<file path="src/rtl/cpu_pkg.sv">
// Shared types and constants for the 16-bit pipeline.
package cpu_pkg;

  localparam int DW = 16;
  localparam int RW = 4;
  localparam logic [3:0] REG_ZERO = 4'd0;

  typedef enum logic [0:0] {
    IDLE = 1'b0,
    BUSY = 1'b1
  } mem_state_t;

endpackage

</file>
<file path="src/rtl/dff.sv">
// Generic W-bit flop with write enable and asynchronous active-low reset.
module dff #(
  parameter int W = 1
)(
  input  logic         clk,
  input  logic         rst,
  input  logic         wen,
  input  logic [W-1:0] d,
  output logic [W-1:0] q
);

  // Capture d on enabled edges; clear on reset.
  always_ff @(posedge clk or negedge rst) begin
    if (!rst) begin
      q <= {W{1'b0}};
    end else if (wen) begin
      q <= d;
    end else begin
      q <= q;
    end
  end

endmodule

</file>
<file path="src/rtl/memwb_register.sv">
// MEM/WB pipeline register. Always written every cycle; bubbles are
// formed upstream by forcing rf_write_d low, never by gating the enable.
module memwb_register
  import cpu_pkg::*;
#(
  parameter int DW = cpu_pkg::DW,
  parameter int RW = cpu_pkg::RW
)(
  input  logic          clk,
  input  logic          rst,
  input  logic          rf_write_d,
  input  logic [RW-1:0] write_reg_d,
  input  logic [DW-1:0] data_d,
  output logic          rf_write_q,
  output logic [RW-1:0] write_reg_q,
  output logic [DW-1:0] data_q
);

  dff #(.W(1)) u_rf_write (
    .clk(clk), .rst(rst), .wen(1'b1), .d(rf_write_d), .q(rf_write_q)
  );

  dff #(.W(RW)) u_write_reg (
    .clk(clk), .rst(rst), .wen(1'b1), .d(write_reg_d), .q(write_reg_q)
  );

  dff #(.W(DW)) u_data (
    .clk(clk), .rst(rst), .wen(1'b1), .d(data_d), .q(data_q)
  );

endmodule

</file>
<file path="src/rtl/mem_stage.sv">
// MEM stage: runs loads/stores against a variable-latency data memory over
// a req/ack handshake, stalls upstream while an access is in flight, and
// owns the MEM/WB register. Optional build macro MEM_FWD_EN forwards
// MEM/WB write data into the store data path.
module mem_stage
  import cpu_pkg::*;
#(
  parameter int DW             = cpu_pkg::DW,
  parameter int RW             = cpu_pkg::RW,
  parameter int TIMEOUT_CYCLES = 64
)(
  input  logic          clk,
  input  logic          rst,
  input  logic          ex_rf_write,
  input  logic          ex_dm_write,
  input  logic          ex_memtoreg,
  input  logic [DW-1:0] ex_result,
  input  logic [DW-1:0] ex_store_data,
  input  logic [RW-1:0] ex_read_reg2,
  input  logic [RW-1:0] ex_write_reg,
  output logic          dm_req,
  output logic          dm_we,
  output logic [DW-1:0] dm_addr,
  output logic [DW-1:0] dm_wdata,
  input  logic          dm_ack,
  input  logic [DW-1:0] dm_rdata,
  output logic          mem_stall,
  output logic          mem_err,
  output logic          wb_rf_write,
  output logic [RW-1:0] wb_write_reg,
  output logic [DW-1:0] wb_data
);

  localparam bit          TO_EN   = (TIMEOUT_CYCLES != 0);
  localparam logic [15:0] TO_LAST = 16'(TIMEOUT_CYCLES - 1);

  mem_state_t     state_r;
  logic [15:0]    cnt_r;
  logic           mem_op_s;
  logic           timeout_s;
  logic [DW-1:0]  store_data_s;
  logic           wb_rf_write_d_s;
  logic [RW-1:0]  wb_write_reg_d_s;
  logic [DW-1:0]  wb_data_d_s;

  assign mem_op_s  = ex_dm_write | ex_memtoreg;
  assign timeout_s = TO_EN && (state_r == BUSY) && !dm_ack && (cnt_r == TO_LAST);

`ifdef MEM_FWD_EN
  // Forward the value about to be written back when the store reads it.
  always_comb begin
    store_data_s = ex_store_data;
    if (ex_dm_write && wb_rf_write && (wb_write_reg != RW'(REG_ZERO)) &&
        (ex_read_reg2 == wb_write_reg)) begin
      store_data_s = wb_data;
    end else begin
      store_data_s = ex_store_data;
    end
  end
`else
  logic unused_read_reg2_s;
  assign unused_read_reg2_s = ^ex_read_reg2;
  assign store_data_s = ex_store_data;
`endif

  // Stall decision and next MEM/WB contents; bubbles force rf_write low.
  always_comb begin
    mem_stall        = 1'b0;
    wb_rf_write_d_s  = 1'b0;
    wb_write_reg_d_s = ex_write_reg;
    wb_data_d_s      = ex_result;
    case (state_r)
      IDLE: begin
        if (mem_op_s) begin
          mem_stall       = rst;
          wb_rf_write_d_s = 1'b0;
        end else begin
          mem_stall       = 1'b0;
          wb_rf_write_d_s = ex_rf_write;
        end
      end
      BUSY: begin
        if (dm_ack) begin
          mem_stall       = 1'b0;
          wb_rf_write_d_s = dm_we ? 1'b0 : ex_rf_write;
          wb_data_d_s     = dm_rdata;
        end else if (timeout_s) begin
          mem_stall       = 1'b0;
          wb_rf_write_d_s = 1'b0;
        end else begin
          mem_stall       = rst;
          wb_rf_write_d_s = 1'b0;
        end
      end
      default: begin
        mem_stall       = 1'b0;
        wb_rf_write_d_s = 1'b0;
      end
    endcase
  end

  // Access FSM with registered memory interface, timeout counter and error flag.
  always_ff @(posedge clk or negedge rst) begin
    if (!rst) begin
      state_r  <= IDLE;
      cnt_r    <= 16'd0;
      dm_req   <= 1'b0;
      dm_we    <= 1'b0;
      dm_addr  <= {DW{1'b0}};
      dm_wdata <= {DW{1'b0}};
      mem_err  <= 1'b0;
    end else begin
      case (state_r)
        IDLE: begin
          cnt_r <= 16'd0;
          if (mem_op_s) begin
            dm_addr  <= ex_result;
            dm_wdata <= store_data_s;
            dm_we    <= ex_dm_write;
            dm_req   <= 1'b1;
            state_r  <= BUSY;
          end else begin
            dm_req   <= 1'b0;
            state_r  <= IDLE;
          end
        end
        BUSY: begin
          if (dm_ack) begin
            dm_req  <= 1'b0;
            cnt_r   <= 16'd0;
            state_r <= IDLE;
          end else if (timeout_s) begin
            mem_err <= 1'b1;
            dm_req  <= 1'b0;
            cnt_r   <= 16'd0;
            state_r <= IDLE;
          end else begin
            cnt_r   <= cnt_r + 16'd1;
            state_r <= BUSY;
          end
        end
        default: begin
          dm_req  <= 1'b0;
          cnt_r   <= 16'd0;
          state_r <= IDLE;
        end
      endcase
    end
  end

  memwb_register #(.DW(DW), .RW(RW)) u_memwb (
    .clk         (clk),
    .rst         (rst),
    .rf_write_d  (wb_rf_write_d_s),
    .write_reg_d (wb_write_reg_d_s),
    .data_d      (wb_data_d_s),
    .rf_write_q  (wb_rf_write),
    .write_reg_q (wb_write_reg),
    .data_q      (wb_data)
  );

endmodule

</file>
<file path="config.mk">
export PLATFORM = sky130hd
export DESIGN_NAME = mem_stage
export DESIGN_NICKNAME = d
export VERILOG_FILES = /design/src/rtl/cpu_pkg.sv /design/src/rtl/dff.sv /design/src/rtl/memwb_register.sv /design/src/rtl/mem_stage.sv
export SDC_FILE = /design/constraint.sdc
export NUM_CORES = 1
export LEC_CHECK = 0
export CAP_MARGIN = 20
export CORE_UTILIZATION = 30
export CTS_CLUSTER_DIAMETER = 50
export CTS_CLUSTER_SIZE = 16
export DETAILED_ROUTE_END_ITERATION = 12
export MAX_ROUTING_LAYER = met4
export PLACE_DENSITY = 0.61
export SLEW_MARGIN = 10
export SYNTH_ARGS = -nofsm -noshare
export SYNTH_HDL_FRONTEND = slang
export SYNTH_SLANG_ARGS = --single-unit
</file>
<file path="constraint.sdc">
create_clock -name clk -period 2 [get_ports clk]
set_input_delay 0.4 -clock clk [delete_from_list [all_inputs] [get_ports clk]]
set_output_delay 0.4 -clock clk [all_outputs]
set_load 0.05 [all_outputs]
</file>
==> Yosys cells after proc, flatten, opt, wreduce, memory -nomap -nowiden <==
Index checks and enable logic that the tools add are counted.
{ "totals": {"word_cells": 41, "register_bits": 73, "output_inout_bits": 57} }
{ "op_classes": {"eq_ne": 2, "add_sub_neg": 1, "n_mux": 20, "bitwise": 3, "n_reduce_logical": 5} }
{ "op_table": {"columns": ["cell", "n"], "rows": [
  ["16-bit 2-to-1 mux", 4],
  ["16-bit one-hot mux with 2 select lines", 1],
  ["16-bit by 1-bit adder with 16-bit output (second input constant)", 1],
  ["16-bit by 6-bit == test with 1-bit output (second input constant)", 1],
  ["1-bit 2-to-1 mux", 11],
  ["1-bit one-hot mux with 2 select lines", 4],
  ["3-bit by 2-bit != test with 1-bit output (second input constant)", 1],
  ["3-bit AND reduction", 1],
  ["1-bit logical AND", 2],
  ["1-bit NOT", 2],
  ["2-bit AND reduction", 1],
  ["1-bit zero test", 1],
  ["1-bit OR", 1]
]} }

==> Logic depth before layout (Yosys ltp) <==
{ "logic_depth": {"depth_word": 6, "depth_mapped": 6, "depth_no_buf": 5} }

==> Cells and area by module <==
Synthesis repeated with hierarchy kept, for this count alone.
{ "hier_totals": {"cells_unflattened": 226, "hier_area_um2": 3174.3} }
{ "by_module_without_submodules": {"columns": ["module", "cells_each", "area_per_inst_um2", "instances"], "rows": [
  ["mem_stage", 181, 2336.0, 1],
  ["dff (u_memwb.u_data)", 34, 649.4, 1],
  ["dff (u_memwb.u_write_reg)", 8, 145.1, 1],
  ["dff (u_memwb.u_rf_write)", 2, 40.0, 1],
  ["memwb_register", 1, 3.8, 1]
]} }

==> Worst setup path before layout <==
OpenSTA, ideal clock, no wires.
{ "synth_path": {"path_kind": "register -> output", "startpoint": "reg state_r", "endpoint": "out mem_stall", "path_stages_with_launch": 5, "path_slack_ps": -586, "t_arrival_ps": 2186, "n_path_buf": 2, "path_cell_list": "dfrtp_1 > o21bai_1 > clkbuf_1 > clkbuf_1 > a21boi_0"} }
{ "synth_between": {"elab_chain_cells": 5, "elab_cells_between_ends": 6, "classes_between": "3 x mux; 1 x bitwise; 2 x reduce/logical"} }
{ "synth_rtl": {"columns": ["item", "line", "rtl"], "rows": [
  ["start, declared", "mem_stage.sv:37", "mem_state_t state_r;"],
  ["start signal, assigned", "mem_stage.sv:105", "state_r <= IDLE;"],
  ["start signal, assigned", "mem_stage.sv:121", "state_r <= BUSY;"],
  ["start signal, assigned", "mem_stage.sv:124", "state_r <= IDLE;"],
  ["1-bit logical AND (2 in a row)", "mem_stage.sv:47", "assign timeout_s = TO_EN && (state_r == BUSY) && !dm_ack && (cnt_r == TO_LAST);"],
  ["1-bit 2-to-1 mux", "mem_stage.sv:87", "end else if (timeout_s) begin"],
  ["1-bit 2-to-1 mux", "mem_stage.sv:83", "if (dm_ack) begin"],
  ["1-bit one-hot mux with 2 select lines *", "mem_stage.sv:72", "case (state_r)"],
  ["end, declared", "mem_stage.sv:27", "output logic mem_stall,"]
]} }
Every way passes the cells marked *; elsewhere a longest branch is shown, timed or not.

==> Worst setup path in the final report <==
{ "layout_path": {"startpoint": "reg cnt_r[14]", "endpoint": "out mem_stall"} }
{ "layout_between": {"elab_chain_cells": 5} }
{ "layout_rtl": {"columns": ["item", "line", "rtl"], "rows": [
  ["start, declared", "mem_stage.sv:38", "logic [15:0] cnt_r;"],
  ["start signal, assigned", "mem_stage.sv:138", "cnt_r <= cnt_r + 16'd1;"],
  ["16-bit by 6-bit == test with 1-bit output", "mem_stage.sv:47", null],
  ["1-bit logical AND", "mem_stage.sv:47", null],
  ["1-bit 2-to-1 mux", "mem_stage.sv:87", null],
  ["1-bit 2-to-1 mux", "mem_stage.sv:83", null],
  ["1-bit one-hot mux with 2 select lines", "mem_stage.sv:72", null]
]} }
Every way passes these cells.

==> impl_results.md <==
- Via density: 4.41
- Max_cap viols: 0
- Pin count of the biggest net entering global routing: 74
- Fin crit period: 2.54 ns
- Layout area overhead: 60.5%
- GRT Total Usage: 0.151
- Post-route setup TNS: -0.767 ns
- Worst path required time: 1.60 ns
- Yosys cell types: 27
- ANT nets after route: 0
- Total CTS buffers: 9
- CTS tree: built
- Core area: 0.00924 sq mm
- Global route overflow: 0
- Fmax achieved: 393 MHz
- Complex-gate fraction of the synthesized area: 0.0161
- Syn avg cell area: 14.1 sq um
- Initial core utilization: 0.311
- Post-synth net total: 267
- Nets@finish: 409
- Pleak: 1.91 nW
- Pwr dens: 1250 mW/mm^2
- Multiplexer share of the synthesized area: 0.192
- Synthesized area: 0.00287 sq mm
- Initial antenna violation count: 0
- Number of port buffers: 114
- Initial DRC Count: 95
- I/O Pins: 119
- Placer Congestion: 0.757
- Synth Area in Adders: 0.00436
- Hpwl dp: 4.77 mm
- Worst-case clock buffer depth: 2
- N_diodes: 0
- Final Hold Viols: 0
- Root Buffer: clkbuf_8
- Setup violations, final: 17
- Skew final: 0.00949 ns
- Post-Synth Simple-Gate Area: 0.0898
- Final worst slack: -0.543 ns
- Crit start category: flop
- Drt pass-1 iters: 4
- Arrival @ worst endpoint: 2.14 ns
- Yosys reg bits: 73
- Die height: 99.8 microns
- Worst-path maximum fanout: 2
- Largest family of logic cells by synthesized area: multiplexers
- Slew Limit Fails: 0
- Period utilization: 1.27
- Fill cell count: 848
- Die width: 99.8 microns
- Post-Synthesis Cells: 204
- Crit end category: primary output
- Rows: 35
- Vias in the first global route: 2,153
- Final WL: 6.85 mm
- Residual DRC: 0
- Drt wl/cell: 14.3 microns
- Clk Latency, worst-skew pair: 0.35 ns
- Die ar.: 0.00997 sq mm
- Relative slew margins: 0.373
- Share of layout cells above drive strength 1: 0.274
- Peak VDD IR: 0.000640 V
- Hold WC Path Type: in -> async
- H-Tree Depth: 3
- Failing checks: negative setup slack
- Outcome: finished with violations
- Seq/Total Area, Yosys: 0.636
- Post-synthesis xor/xnor area fraction: 0.0397
- First-pass GRT wire length: 11.0 mm
- Worst-path clk slew: 0.07 ns
- Critical path type: reg -> out
- Placement Setup Slack: -0.220 ns
- Worst Tran Pin Value: 0.940 ns
- RSZ-0062 raised after global routing: yes
- Yosys warns: 0
- Clock Sinks: 73
- Vias: 2,114
-- cells by family (layout without fill, tap and decap cells) --
logic type                 Yosys count  count (layout)
muxes                               49              49
xor gates and xnor gates            13              13
buffers and inverters               13             159
and+or+nand+nor                     48              48
AOI/OAI and AO/OA                    7               7
adders and majority gates            1               1
DFF                                 73              73
-- power breakdown --
group	leakage, nW	internal, mW	switching (mW)
clock	0.127	0.951	0.544
combinational	0.893	0.905	1.45
sequential	0.891	1.77	0.139
total	1.91	3.63	2.13
-- through the flow --
step | power [mW] | instances | area, sq um | hold slack, ns | utilization
after global routing | 6.01 | 479 | 4610 | 0.393 | 0.499
after detailed placement | 4.31 | 462 | 4330 | 0.481 | 0.469
after floorplan | 3.41 | 204 | 2880 | 0.104 | -
after CTS | 5.84 | 478 | 4600 | 0.345 | 0.498
after global placement | 4.28 | 462 | 4330 | 0.478 | 0.469
final | 5.76 | 479 | 4610 | 0.301 | 0.499
-- worst max-delay path, stage by stage (launching register included) --
cell and delay [ns]:
dfrtp_1 0.38, or4_4 0.53, or4_4 0.57, nand3_4 0.11
a21boi_4 0.06, buf_6 0.15
-- synth_stat cells --
library cell	instances	area [sq um]
or3_1	1	6.26
nand4_1	3	18.8
or4_4	2	22.5
or3b_2	1	8.76
nand3_4	1	17.5
nor4_1	3	18.8
or4_1	1	7.51
inv_1	7	26.3
clkbuf_1	3	11.3
mux2_2	49	552
a21boi_0	1	7.51
o21bai_1	2	15.0
nand2_1	7	26.3
dfrtp_1	73	1830
or4bb_1	1	11.3
a21oi_1	1	5.00
o41ai_1	1	8.76
nor3_1	5	25.0
xnor2_1	11	96.3
nor2_1	17	63.8
o21ai_0	2	10.0
xor2_1	2	17.5
buf_2	2	10.0
ha_1	1	12.5
buf_8	1	15.0
nand3_1	5	25.0
and3_1	1	6.26
-- placed cells by master (no fill, tap or decap), types with 2 or more instances in the layout --
| cell type | instances |
|---|---|
| bufinv_16 | 4 |
| o21ai_0 | 2 |
| buf_12 | 2 |
| nor2_1 | 17 |
| inv_1 | 7 |
| dfrtp_1 | 73 |
| nand4_1 | 3 |
| nand3_1 | 5 |
| mux2_2 | 49 |
| nor4_1 | 3 |
| xnor2_1 | 11 |
| clkbuf_8 | 9 |
| xor2_1 | 2 |
| buf_4 | 24 |
| clkdlybuf4s50_1 | 110 |
| or4_4 | 2 |
| nor3_1 | 5 |
| nand2_1 | 7 |
-- area by class of cell --
type	instances	area, sq um	share of cell area
clock inverters	5	129	0.0280
flip-flops and latches	73	1830	0.396
inverters	7	26.3	0.00570
multi-input cells	118	1000	0.218
repair buffers	137	1330	0.289
clock buffers	10	128	0.0277
well taps	129	161	0.0350
-- flip-flops by register name, summed over array words and instances, names as in the netlist, 4 cells and up --
| signal | flops |
|---|---|
| cnt_r | 16 |
| dm_addr | 16 |
| dm_wdata | 16 |
| u_memwb.u_data.q | 16 |
| u_memwb.u_write_reg.q | 4 |
-- routing by layer --
metal | vias to the layer above | share of wire | track usage | wire, microns
met5 | - | 0 | - | 0
met3 | 10 | 0.050 | 0.0383 | 342
met1 | 1051 | 0.43 | 0.180 | 2960
met2 | 68 | 0.50 | 0.233 | 3390
li1 | 985 | - | - | -
met4 | 0 | 0.024 | 0.0848 | 161
-- path summary, 6_finish.rpt --
check / start / to / slack (ns) / cells after the start
min in group clk: ex_write_reg[0] / u_memwb.u_write_reg.q[0] / 0.48 / 1
max in group asynchronous: rst / dm_wdata[3] / 1.08 / 2
worst min-delay path: rst / cnt_r[10] / 0.30 / 2
worst max register to register: cnt_r[14] / dm_req / -0.04 / 5
worst max-delay path: cnt_r[14] / mem_stall / -0.54 / 5
worst min register to register: mem_err / mem_err / 0.49 / 1
-- what timing repair did --
| action | 4_1_cts | 5_1_grt |
|---|---|---|
| buffers inserted | 1 | 1 |
| pin swaps | 1 | 1 |
| gates resized for setup | 1 | 0 |
| setup endpoints to repair | 18 | 19 |
| hold buffers | 0 | 0 |
Note: power is estimated with default switching activity, not from simulation.
